## config.mk

```make
export PLATFORM = sky130hd
export DESIGN_NAME = auth_verifier_flat
export DESIGN_NICKNAME = d
export VERILOG_FILES = /design/src/rtl/auth_pkg.sv /design/src/rtl/auth_verifier_if.sv /design/src/rtl/auth_resp_calc.sv /design/src/rtl/auth_verifier.sv /design/src/flat_wrapper.sv
export SDC_FILE = /design/constraint.sdc
export NUM_CORES = 1
export LEC_CHECK = 0
export ABC_CLOCK_PERIOD_IN_PS = 2000
export BUFFER_PORTS_ARGS = -buffer_cell sky130_fd_sc_hd__buf_2
export CORE_ASPECT_RATIO = 0.8
export CORE_UTILIZATION = 45
export DETAILED_ROUTE_END_ITERATION = 10
export GPL_ROUTABILITY_DRIVEN = 1
export HOLD_SLACK_MARGIN = 0.08
export PLACE_DENSITY = 0.68
export SETUP_SLACK_MARGIN = 0.05
export SYNTH_ARGS = -nofsm -noshare
export SYNTH_HDL_FRONTEND = slang
export SYNTH_SLANG_ARGS = --single-unit
```

## constraint.sdc

```tcl
create_clock -name clk -period 2 [get_ports clk]
set_input_delay 0.3 -clock clk [delete_from_list [all_inputs] [get_ports clk]]
set_output_delay 0.3 -clock clk [all_outputs]
set_load 0.005 [all_outputs]
```

## src/rtl/auth_pkg.sv

```systemverilog
// Shared types and the keyed response transform for the challenge-response verifier.
package auth_pkg;

    typedef enum logic [2:0] {StIdle, StIssue, StWait, StCheck, StLock} auth_state_e;

    localparam logic [15:0] DEFAULT_KEY = 16'hA5C3;

    // Response a genuine device must return for challenge `chal`.
    function automatic logic [15:0] auth_expected(input logic [15:0] chal,
                                                  input logic [15:0] key);
        logic [15:0] x;
        x = chal ^ key;
        return {x[12:0], x[15:13]} ^ {chal[7:0], chal[15:8]};
    endfunction

endpackage

```

## src/rtl/auth_verifier_if.sv

```systemverilog
// Challenge/response handshake between the verifier and the integration level.
interface auth_verifier_if;

    logic [15:0] challenge_in;
    logic        start;
    logic        chal_valid;
    logic [15:0] chal_out;
    logic        resp_valid;
    logic [15:0] resp_data;
    logic        done;
    logic        pass;
    logic        busy;
    logic        locked;
    logic [2:0]  fail_count;

    modport master (
        output challenge_in, start, resp_valid, resp_data,
        input  chal_valid, chal_out, done, pass, busy, locked, fail_count
    );

    modport slave (
        input  challenge_in, start, resp_valid, resp_data,
        output chal_valid, chal_out, done, pass, busy, locked, fail_count
    );

endinterface

```

## src/rtl/auth_resp_calc.sv

```systemverilog
// Combinational keyed transform; shared with the device-side responder.
module auth_resp_calc
    import auth_pkg::*;
#(
    parameter logic [15:0] KEY = DEFAULT_KEY
) (
    input  logic [15:0] chal,
    output logic [15:0] expected
);

    assign expected = auth_expected(chal, KEY);

endmodule

```

## src/rtl/auth_verifier.sv

```systemverilog
// Issues a captured challenge, checks the response within a time window, and
// enforces a timed lockout after repeated consecutive failures.
module auth_verifier
    import auth_pkg::*;
#(
    parameter int unsigned TIMEOUT_CYCLES = 255,
    parameter int unsigned MAX_FAILS      = 3,
    parameter int unsigned LOCK_CYCLES    = 1023,
    parameter logic [15:0] KEY            = DEFAULT_KEY
) (
    input  logic           clk,
    input  logic           reset,
    auth_verifier_if.slave bus
);

    localparam int unsigned TW = $clog2(TIMEOUT_CYCLES);
    localparam int unsigned LW = (LOCK_CYCLES > 1) ? $clog2(LOCK_CYCLES) : 1;

    auth_state_e   state_q, state_d;
    logic [TW-1:0] wait_q, wait_d;
    logic [LW-1:0] lock_q, lock_d;
    logic [15:0]   chal_q, chal_d;
    logic          pass_q, pass_d;
    logic [2:0]    fail_q, fail_d;
    logic          chal_valid_q, done_q, busy_q, locked_q;
    logic          verdict;
    logic [15:0]   expected;

    auth_resp_calc #(
        .KEY(KEY)
    ) u_resp_calc (
        .chal    (chal_q),
        .expected(expected)
    );

    always_comb begin
        state_d = state_q;
        wait_d  = wait_q;
        lock_d  = lock_q;
        chal_d  = chal_q;
        pass_d  = pass_q;
        fail_d  = fail_q;
        verdict = 1'b0;
        unique case (state_q)
            StIdle: begin
                if (bus.start) begin
                    chal_d  = bus.challenge_in;
                    state_d = StIssue;
                end
            end
            StIssue: begin
                wait_d  = '0;
                state_d = StWait;
            end
            StWait: begin
                wait_d = wait_q + TW'(1);
                // A response in the final window cycle beats the timeout.
                if (bus.resp_valid) begin
                    pass_d  = (bus.resp_data == expected);
                    verdict = 1'b1;
                end else if (wait_q == TW'(TIMEOUT_CYCLES - 1)) begin
                    pass_d  = 1'b0;
                    verdict = 1'b1;
                end
                if (verdict) begin
                    fail_d  = pass_d ? 3'd0 : fail_q + 3'd1;
                    state_d = StCheck;
                end
            end
            StCheck: begin
                lock_d  = '0;
                state_d = (fail_q == 3'(MAX_FAILS)) ? StLock : StIdle;
            end
            StLock: begin
                lock_d = lock_q + LW'(1);
                if (lock_q == LW'(LOCK_CYCLES - 1)) begin
                    fail_d  = '0;
                    state_d = StIdle;
                end
            end
            default: state_d = StIdle;
        endcase
    end

    // Status outputs are registered from the next state so they line up with it.
    always_ff @(posedge clk or negedge reset) begin
        if (!reset) begin
            state_q      <= StIdle;
            wait_q       <= '0;
            lock_q       <= '0;
            chal_q       <= '0;
            pass_q       <= 1'b0;
            fail_q       <= '0;
            chal_valid_q <= 1'b0;
            done_q       <= 1'b0;
            busy_q       <= 1'b0;
            locked_q     <= 1'b0;
        end else begin
            state_q      <= state_d;
            wait_q       <= wait_d;
            lock_q       <= lock_d;
            chal_q       <= chal_d;
            pass_q       <= pass_d;
            fail_q       <= fail_d;
            chal_valid_q <= (state_d == StIssue);
            done_q       <= (state_d == StCheck);
            busy_q       <= (state_d != StIdle);
            locked_q     <= (state_d == StLock);
        end
    end

    assign bus.chal_valid = chal_valid_q;
    assign bus.chal_out   = chal_q;
    assign bus.done       = done_q;
    assign bus.pass       = pass_q;
    assign bus.busy       = busy_q;
    assign bus.locked     = locked_q;
    assign bus.fail_count = fail_q;

endmodule

```

## src/flat_wrapper.sv

```systemverilog
// flat-port wrapper written by rule: the top's interface ports become plain ports
module auth_verifier_flat import auth_pkg::*;
#(
    parameter int unsigned TIMEOUT_CYCLES = 255,
    parameter int unsigned MAX_FAILS      = 3,
    parameter int unsigned LOCK_CYCLES    = 1023,
    parameter logic [15:0] KEY            = DEFAULT_KEY
)
  (clk, reset, bus_challenge_in, bus_start, bus_resp_valid, bus_resp_data, bus_chal_valid, bus_chal_out, bus_done, bus_pass, bus_busy, bus_locked, bus_fail_count);
  auth_verifier_if bus_i ();
  input  logic clk;
  input  logic reset;
  input wire logic [$bits(bus_i.challenge_in)-1:0] bus_challenge_in;
  input wire logic [$bits(bus_i.start)-1:0] bus_start;
  input wire logic [$bits(bus_i.resp_valid)-1:0] bus_resp_valid;
  input wire logic [$bits(bus_i.resp_data)-1:0] bus_resp_data;
  output wire logic [$bits(bus_i.chal_valid)-1:0] bus_chal_valid;
  output wire logic [$bits(bus_i.chal_out)-1:0] bus_chal_out;
  output wire logic [$bits(bus_i.done)-1:0] bus_done;
  output wire logic [$bits(bus_i.pass)-1:0] bus_pass;
  output wire logic [$bits(bus_i.busy)-1:0] bus_busy;
  output wire logic [$bits(bus_i.locked)-1:0] bus_locked;
  output wire logic [$bits(bus_i.fail_count)-1:0] bus_fail_count;
  assign bus_i.challenge_in = bus_challenge_in;
  assign bus_i.start = bus_start;
  assign bus_i.resp_valid = bus_resp_valid;
  assign bus_i.resp_data = bus_resp_data;
  assign bus_chal_valid = bus_i.chal_valid;
  assign bus_chal_out = bus_i.chal_out;
  assign bus_done = bus_i.done;
  assign bus_pass = bus_i.pass;
  assign bus_busy = bus_i.busy;
  assign bus_locked = bus_i.locked;
  assign bus_fail_count = bus_i.fail_count;
  auth_verifier #(.TIMEOUT_CYCLES(TIMEOUT_CYCLES), .MAX_FAILS(MAX_FAILS), .LOCK_CYCLES(LOCK_CYCLES), .KEY(KEY)) u_core (.clk(clk), .reset(reset), .bus(bus_i));
endmodule
```

==> results of run 1 <==
## layout make-up
class                      count  area share (%)
inverter                       9            1.19
sequential                    45            39.5
multi-input combinational    160            40.8
clock buffer                   6            2.90
clock inverter                 2           0.483
timing repair buffer          65            12.4
tap                           62            2.72
## routing by layer
layer / track usage, % / vias to the layer above / wire (microns)
li1: - / 933 / -
met1: 28.4 / 890 / 2560
met2: 29.0 / 56 / 2110
met3: 6.16 / 5 / 314
met4: 5.82 / 0 / 32
met5: 0 / - / 0
## worst paths after layout
kind / startpoint / to / slack [ns] / cells past startpoint
worst max-delay path: u_core.bus.chal_out[9]$_DFFE_PN0P_ / u_core.bus.pass$_DFFE_PN0P_ / 0.14 / 5
worst min-delay path: reset / u_core.lock_q[6]$_DFFE_PN0P_ / 0.08 / 2
worst max register to register: u_core.bus.chal_out[9]$_DFFE_PN0P_ / u_core.bus.pass$_DFFE_PN0P_ / 0.14 / 5
worst min register to register: u_core.wait_q[7]$_DFFE_PN0P_ / u_core.wait_q[7]$_DFFE_PN0P_ / 0.49 / 1
max in group asynchronous: reset / u_core.state_q[1]$_DFF_PN0_ / 1.54 / 2
min in group clk: bus_challenge_in[5] / u_core.bus.chal_out[5]$_DFFE_PN0P_ / 0.23 / 2
## logic make-up after synthesis
kind of cell	Yosys count	share of synthesized area (%)
DFF	45	47.9
buffers and inverters	16	2.93
adders and majority gates	6	3.20
and+or+nand+nor	63	14.6
muxes	16	7.67
xor gates and xnor gates	22	9.54
AOI/OAI and AO/OA	53	14.1
## power groups by stage
stage | sequential [mW] | clock [mW] | combinational (mW)
6_report | 1.57 | 0.600 | 1.55
5_1_grt | 1.63 | 0.660 | 1.74
4_1_cts | 1.58 | 0.620 | 1.57
3_5_place_dp | 1.59 | 0 | 1.56
3_3_place_gp | 1.58 | 0 | 1.54
2_1_floorplan | 1.52 | 0 | 1.06
## timing repair
| item | in CTS | in global routing |
|---|---|---|
| hold buffers | 0 | 0 |
| setup endpoints to repair | 0 | 4 |
| resized for setup | 0 | 1 |
| endpoints found under the hold margin | 0 | 0 |
## state kept, by name, indices dropped and copies added (netlist names)
name and cells:
u_core.state_q 3, u_core.wait_q 8, u_core.bus.locked 1, u_core.bus.busy 1
u_core.bus.pass 1, u_core.bus.done 1, u_core.lock_q 10, u_core.bus.chal_out 16
u_core.bus.chal_valid 1, u_core.bus.fail_count 3
## per-stage QoR
step                total power, mW  instances  hold slack (ns)  util (%)
floorplan                      2.58        221          0.00441         -
global placement               3.11        341            0.425      55.0
detailed placement             3.16        341            0.419      55.0
CTS                            3.77        349           0.0951      56.9
global route                   4.03        349            0.138      56.9
finish                         3.72        349           0.0816      56.9
## cells in the final DEF, fill, tap and decap left out, types with 2 or more instances in the layout
cell type,Yosys,routed
buf_2,1,59
a41o_1,2,2
xor2_1,9,9
a221o_1,2,2
mux2_2,16,16
ha_1,6,6
o31ai_1,2,2
o21ai_0,24,23
a31oi_1,5,5
nand2_1,15,15
or3_1,2,2
nand4_1,4,4
a21oi_1,6,6
nor3_1,4,4
nand3_1,10,10
dfrtp_1,45,45
buf_4,0,5
inv_1,9,9
clkbuf_8,0,6
nor2_1,9,9
nor2b_1,3,3
and3_1,6,6
nand2b_1,3,3
xnor2_1,11,11
o22ai_1,3,3
==> impl_metrics.json, run 1 <==
{
  "async_flop_share_pct": 100,
  "slew_viol_final": 0,
  "die_area_sq_um": 5510,
  "synth_nets": 263,
  "start_util_pct": 46.9,
  "gp_congestion": 0.815,
  "rows": 23,
  "yosysWarnings": 0,
  "crit_type": "reg -> reg",
  "cts_setup_buffers": 0,
  "ys_types": 43,
  "place_area_sq_um": 2750,
  "core-area_sq_um": 5010,
  "grt.total_usage_pct": 20.0,
  "grt_pass1_wl_microns": 8150,
  "slowest_delay_ns": 0.43,
  "cts_buffers": 5,
  "synth_area_per_cell_sq_um": 10.6,
  "post-place-ws_ns": 0.0708,
  "internal_power_mw": 2.33,
  "htreeDepth": 2,
  "ys_seq_elements": 45,
  "register_area_sq_um": 1130,
  "synth_top_area_share_pct": 47.9,
  "ant_nets": 0,
  "hp-class": "in -> async",
  "cts_tree": "yes",
  "leakagePower_nw": 1.35,
  "path_cells": "xor2_1, or3_1, a221o_1, nor4_4, a22o_1",
  "period_needed_ns": 1.86,
  "synth_edf_count": 0,
  "outcome": "complete, no violations",
  "p_sw_mw": 1.39,
  "ys_top_cells_by_area": "dfrtp_1 48%, mux2_2 7.7%, o21ai_0 5.1%, xnor2_1 4.1%, xor2_1 3.4%",
  "yosysTopAreaCell": "dfrtp_1",
  "gr-total-overflow": 0,
  "clkLatencyLatePin_ns": 0.30,
  "rsz0062_at_grt": "false",
  "wire_per_inst_microns": 14.4,
  "swShare_pct": 37.5,
  "yosysMostFrequentCell": "dfrtp_1",
  "synth_area_sq_um": 2350,
  "fmax_mhz": 538,
  "critical_path.top_delay_family": "simple AND/OR/NAND/NOR gates",
  "final_area_sq_um": 2850,
  "fin_crit_sh_pct": 92.9,
  "comb_power_share_pct": 41.7,
  "nFillCells": 456,
  "area_growth_syn_to_layout_pct": 21.3,
  "cts_root_buffer": "clkbuf_8",
  "first_iter_violations": 94,
  "critical_path.slowest_cell": "dfrtp_1",
  "antenna_found_initial": 0,
  "crit_fanout": 4,
  "die_w_microns": 82.8,
  "ys.flop_type": "dfrtp_1",
  "critPathBufInv": 0,
  "dieHeight_microns": 66.6,
  "clock_path_buffers": 2,
  "multi_input_area_sq_um": 1160,
  "p_per_area_nw_per_um2": 1310,
  "io_pins": 60,
  "end_kind": "flip-flop",
  "diodes": 0,
  "wl_microns": 5020,
  "tightest_slew_ns": 0.574,
  "grt_pass1_vias": 1755,
  "grt_max_degree": 46,
  "dp_hpwl_microns": 3640,
  "synthCells": 221,
  "vdd_drop_max_v": 0.000869,
  "skew_ns": 0.0130,
  "seq_power_share_pct": 42.2,
  "crit_required_ns": 2.24,
  "setup_tns_ns": 0,
  "port_buffers": 59,
  "worst_slack_ns": 0.142,
  "final_nets": 328,
  "arrival_ns": 2.10,
  "vias_per_cell": 5.40,
  "drive_above_1_share_pct": 32.8,
  "slew_headroom_pct": 61.7,
  "vias": 1884,
  "cp-start-kind": "flip-flop",
  "clock_power_share_pct": 16.1,
  "synthTopCellsByCount": "45 x dfrtp_1, 24 x o21ai_0, 16 x mux2_2, 15 x nand2_1, 11 x xnor2_1",
  "clk_pin_slew_ns": 0.09,
  "seq_area_frac_synth_pct": 47.9,
  "cts.sinks": 45,
  "drc": 0,
  "hold_violations": 0,
  "drv_cap": 0,
  "setup_violations": 0,
  "dr.pass1.iters": 4
}
Power figures use the tool's default switching activity.
==> inputs of run 2 (changes only) <==
- RECOVER_POWER: not set -> 100
- SLEW_MARGIN: not set -> 20
==> run 2 against run 1 <==
  * Clock-buffer cell count did not move
  * First-iteration DRC count increased by 8.5%
  * Register-to-register slack hardly changed
  * Combinational power down 4%
  * Via count fell by 0.21%
  * Highest routed layer unchanged
==> impl_metrics.json, run 2 (synthesized netlist as in run 1, its figures left out) <==
{
  "vdd_drop_max_v": 0.000826,
  "cts.sinks": 45,
  "leakagePower_nw": 1.29,
  "cts_setup_buffers": 0,
  "internal_power_mw": 2.27,
  "drv_cap": 0,
  "grt_pass1_vias": 1755,
  "grt_max_degree": 46,
  "area_growth_syn_to_layout_pct": 19.7,
  "ant_nets": 0,
  "rsz0062_at_grt": "false",
  "worstReg2RegEnd": "u_core.bus.fail_count[1]$_DFFE_PN0P_",
  "die_w_microns": 82.8,
  "first_iter_violations": 102,
  "period_needed_ns": 1.86,
  "grt.total_usage_pct": 20.0,
  "wire_per_inst_microns": 14.4,
  "tightest_slew_ns": 1.12,
  "largest_register_ffs": 16,
  "cts_tree": "yes",
  "r2r_setup_slack_ns": 0.14,
  "placedCellCount": 341,
  "cts_buffers": 5,
  "cts_root_buffer": "clkbuf_8",
  "final_util_pct": 56.1,
  "end_kind": "flip-flop",
  "dieHeight_microns": 66.6,
  "fin_cells": 349,
  "p_per_area_nw_per_um2": 1300,
  "slew_headroom_pct": 25.6,
  "setup_violations": 0,
  "vias_per_cell": 5.39,
  "swShare_pct": 37.8,
  "gp_congestion": 0.815,
  "p_sw_mw": 1.38,
  "fmax_mhz": 537,
  "clock_power_share_pct": 16.3,
  "vias": 1880,
  "fin_crit_sh_pct": 93.1,
  "drc": 0,
  "crit_path_end": "u_core.bus.fail_count[1]$_DFFE_PN0P_",
  "die_area_sq_um": 5510,
  "whs_ns": 0.228,
  "crit_fanout": 4,
  "hold_violations": 0,
  "dp_hpwl_microns": 3640,
  "wl_microns": 5030,
  "clkLatencyLatePin_ns": 0.30,
  "port_buffers": 59,
  "clock_path_buffers": 2,
  "crit_type": "reg -> reg",
  "comb_power_share_pct": 40.9,
  "start_util_pct": 46.9,
  "skew_ns": 0.00939,
  "reg2reg_depth": 5,
  "antenna_found_initial": 0,
  "arrival_ns": 2.04,
  "final_nets": 328,
  "cp-start-kind": "flip-flop",
  "crit_required_ns": 2.18,
  "dr.pass1.iters": 4,
  "slew_viol_final": 0,
  "outcome": "complete, no violations",
  "setup_tns_ns": 0,
  "final_cell_mix": "45 x buf_2, 45 x dfrtp_1, 24 x o21ai_0",
  "path_cells": "xor2_1, or3_1, a221o_1, nor4_4, o21ai_0",
  "seq_power_share_pct": 42.8,
  "gr-total-overflow": 0,
  "reg2reg_from": "u_core.bus.chal_out[9]$_DFFE_PN0P_",
  "grt_pass1_wl_microns": 8150,
  "clk_pin_slew_ns": 0.09,
  "io_pins": 60,
  "hp-class": "in -> reg",
  "htreeDepth": 2,
  "core-area_sq_um": 5010,
  "rows": 23,
  "drive_above_1_share_pct": 26.8,
  "slowest_delay_ns": 0.43,
  "critical_path.slowest_cell": "dfrtp_1",
  "startpoint": "u_core.bus.chal_out[9]$_DFFE_PN0P_",
  "diodes": 0
}
-- run 2: cell type report --
class / instances / area, sq um
timing repair buffer: 65 / 329
inverter: 9 / 33.8
fill: 466 / 2200
clock inverter: 2 / 13.8
clock buffer: 6 / 82.6
multi-input combinational: 160 / 1150
sequential: 45 / 1130
tap: 62 / 77.6
-- run 2: worst max-delay path, delay by kind of cell (launching register included) --
family | cells | cell delay [ns]
flip-flops | 1 | 0.43
AO/OA/AOI/OAI | 2 | 0.46
AND/OR/NAND/NOR | 2 | 0.69
XOR/XNOR | 1 | 0.16
-- run 2: layer usage --
metal	vias up	track usage, %	routed length [microns]
met5	-	0	0
met4	0	5.82	32
met3	5	6.16	368
met2	65	29.0	2130
met1	881	28.4	2500
li1	929	-	-
-- run 2: worst min path at each step --
stage                             start                                  to  slack [ns]  cells after the start
global placement                  reset        u_core.lock_q[6]$_DFFE_PN0P_        0.42                      2
floorplan                         reset           u_core.bus.busy$_DFF_PN0_       0.004                      0
global route        bus_challenge_in[6]  u_core.bus.chal_out[6]$_DFFE_PN0P_        0.21                      2
finish              bus_challenge_in[6]  u_core.bus.chal_out[6]$_DFFE_PN0P_        0.23                      2
CTS                               reset        u_core.lock_q[3]$_DFFE_PN0P_         0.1                      2
detailed placement                reset         u_core.bus.locked$_DFF_PN0_        0.42                      2
-- run 2: repair_timing --
action | CTS | global route
resized for setup | 0 | 1
endpoints found under the setup margin | 0 | 4
hold buffers | 0 | 0
-- run 2: through the flow --
stage               setup slack [ns]  power [mW]  instance area, sq um
floorplan                      0.124        2.58                  2350
global placement               0.120        3.11                  2750
detailed placement            0.0708        3.16                  2750
CTS                           0.0505        3.77                  2850
global route                  0.0373        3.96                  2810
finish                         0.137        3.65                  2810
-- run 2: power by group through the flow --
stage	Combinational (mW)	Sequential, mW	Clock (mW)
2_1_floorplan	1.06	1.52	0
3_5_place_dp	1.56	1.59	0
6_report	1.49	1.56	0.595
3_3_place_gp	1.54	1.58	0
5_1_grt	1.68	1.62	0.660
4_1_cts	1.57	1.58	0.620
==> inputs of run 3 (changes only) <==
- CORE_UTILIZATION: 45 -> 48
- PLACE_DENSITY: 0.68 -> 0.72
==> run 3 against run 2 <==
  * Total power up 6.8%
  * Routed wire length up 4.8%
  * Sequential share of layout area down 1.4 points
  * Setup slack worse by 0.0078 ns
  * Flip-flop and latch count unchanged
  * Hold slack worse by 0.0098 ns
  * Critical endpoint is now u_core.bus.pass$_DFFE_PN0P_
  * Largest cell class unchanged
  * Highest routed layer unchanged
==> impl_metrics.json, run 3 (synthesized netlist as in run 1, its figures left out) <==
{
  "skew_ns": 0.00671,
  "slew_viol_final": 0,
  "area_growth_syn_to_layout_pct": 24.0,
  "critical_path.top_delay_family": "simple AND/OR/NAND/NOR gates",
  "start_util_pct": 50.5,
  "critical_path.slowest_cell": "dfrtp_1",
  "reg2reg_depth": 5,
  "outcome": "complete, no violations",
  "cts.sinks": 45,
  "core-area_sq_um": 4650,
  "clkLatencyLatePin_ns": 0.30,
  "grt_max_degree": 26,
  "htreeDepth": 2,
  "fin_crit_sh_pct": 93.5,
  "setup_tns_ns": 0,
  "gp_congestion": 0.859,
  "grt_pass1_wl_microns": 9040,
  "ant_nets": 0,
  "vias": 1945,
  "arrival_ns": 2.11,
  "dr.pass1.iters": 4,
  "r2r_setup_slack_ns": 0.13,
  "post-place-ws_ns": 0.0736,
  "p_per_area_nw_per_um2": 1340,
  "cts_tree": "yes",
  "setup_violations": 0,
  "gr-total-overflow": 0,
  "clk_pin_slew_ns": 0.09,
  "final_util_pct": 62.6,
  "die_area_sq_um": 5180,
  "vias_per_cell": 5.51,
  "end_kind": "flip-flop",
  "worstReg2RegEnd": "u_core.bus.pass$_DFFE_PN0P_",
  "port_buffers": 59,
  "power.total_mw": 3.90,
  "nFillCells": 395,
  "vdd_drop_max_v": 0.000827,
  "path_cells": "xor2_1, or3_1, a221o_1, nor4_4, a22o_1",
  "slowest_delay_ns": 0.42,
  "grt.total_usage_pct": 23.2,
  "largest_register_ffs": 16,
  "cp-start-kind": "flip-flop",
  "hp-class": "in -> reg",
  "grt_pass1_vias": 1855,
  "worst_slack_ns": 0.130,
  "drc": 0,
  "final_nets": 334,
  "hold_depth": 2,
  "wl_microns": 5270,
  "wire_per_inst_microns": 14.9,
  "hold_violations": 0,
  "cts_root_buffer": "clkbuf_8",
  "rows": 22,
  "layout_commonest_cell": "buf_2",
  "hold_start": "bus_challenge_in[4]",
  "tightest_slew_ns": 1.22,
  "crit_type": "reg -> reg",
  "multi_input_area_sq_um": 1160,
  "critPathBufInv": 0,
  "startpoint": "u_core.bus.chal_out[15]$_DFFE_PN0P_",
  "antenna_found_initial": 0,
  "crit_required_ns": 2.24,
  "register_area_sq_um": 1130,
  "first_iter_violations": 104,
  "diodes": 0,
  "slew_headroom_pct": 18.4,
  "clock_path_buffers": 2,
  "reg2reg_from": "u_core.bus.chal_out[15]$_DFFE_PN0P_",
  "rsz0062_at_grt": "true",
  "dp_hpwl_microns": 3920,
  "whs_ns": 0.218,
  "whs_endpoint": "u_core.bus.chal_out[4]$_DFFE_PN0P_",
  "drv_cap": 0,
  "period_needed_ns": 1.87,
  "io_pins": 60,
  "crit_fanout": 4,
  "fmax_mhz": 535,
  "die_w_microns": 80.2,
  "cts_buffers": 5,
  "leakagePower_nw": 1.36,
  "drive_above_1_share_pct": 31.4,
  "dieHeight_microns": 64.6,
  "final_cell_mix": "51 x buf_2, 44 x dfrtp_1, 23 x o21ai_0"
}
-- run 3: where the power goes --
group	switching [mW]	leakage, nW	total [mW]	internal, mW
registers	0.368	0.577	1.57	1.20
clock network	0.332	0.0543	0.706	0.374
logic	0.735	0.731	1.63	0.895
total	1.44	1.36	3.90	2.47
-- run 3: cell type report --
cell class / count / share of cell area [%]
Inverter: 9 / 1.16
Clock inverter: 3 / 1.59
Clock buffer: 5 / 2.36
Timing Repair Buffer: 71 / 13.8
Tap cell: 60 / 2.58
Sequential cell: 45 / 38.7
Multi-Input combinational cell: 160 / 39.8
-- run 3: repair_timing --
action                                  CTS  global route
endpoints found under the hold margin    20             0
endpoints found under the setup margin    2             4
resized for setup                         0             3
setup buffers                             0             3
pin swaps                                 1             6
hold buffers                              1             0
-- run 3: worst reg2reg max path, stage by stage (launching register included) --
cell and delay, ns:
dfrtp_1 0.42, xor2_1 0.16, or3_1 0.34, a221o_1 0.33
nor4_4 0.37, a22o_1 0.18
-- run 3: worst max path at each step --
stage,slack (ns),to,cells after the start
floorplan,0.12,u_core.bus.chal_out[10]$_DFFE_PN0P_,4
global placement,0.12,u_core.bus.fail_count[1]$_DFFE_PN0P_,5
detailed placement,0.07,u_core.bus.fail_count[1]$_DFFE_PN0P_,5
CTS,0.06,u_core.bus.pass$_DFFE_PN0P_,5
global route,0.001,u_core.bus.pass$_DFFE_PN0P_,5
finish,0.13,u_core.bus.pass$_DFFE_PN0P_,5
-- run 3: per-layer routing --
layer / track usage [%] / wire length [microns] / vias to the layer above
li1: - / - / 945
met1: 32.9 / 2480 / 926
met2: 34.9 / 2440 / 67
met3: 5.92 / 287 / 7
met4: 6.92 / 59 / 0
met5: 0 / 0 / -
-- run 3: stage by stage --
stage,cell area [sq um],instances
2_1_floorplan,2350,221
3_3_place_gp,2780,341
3_5_place_dp,2780,341
4_1_cts,2900,350
5_1_grt,2910,353
6_report,2910,353
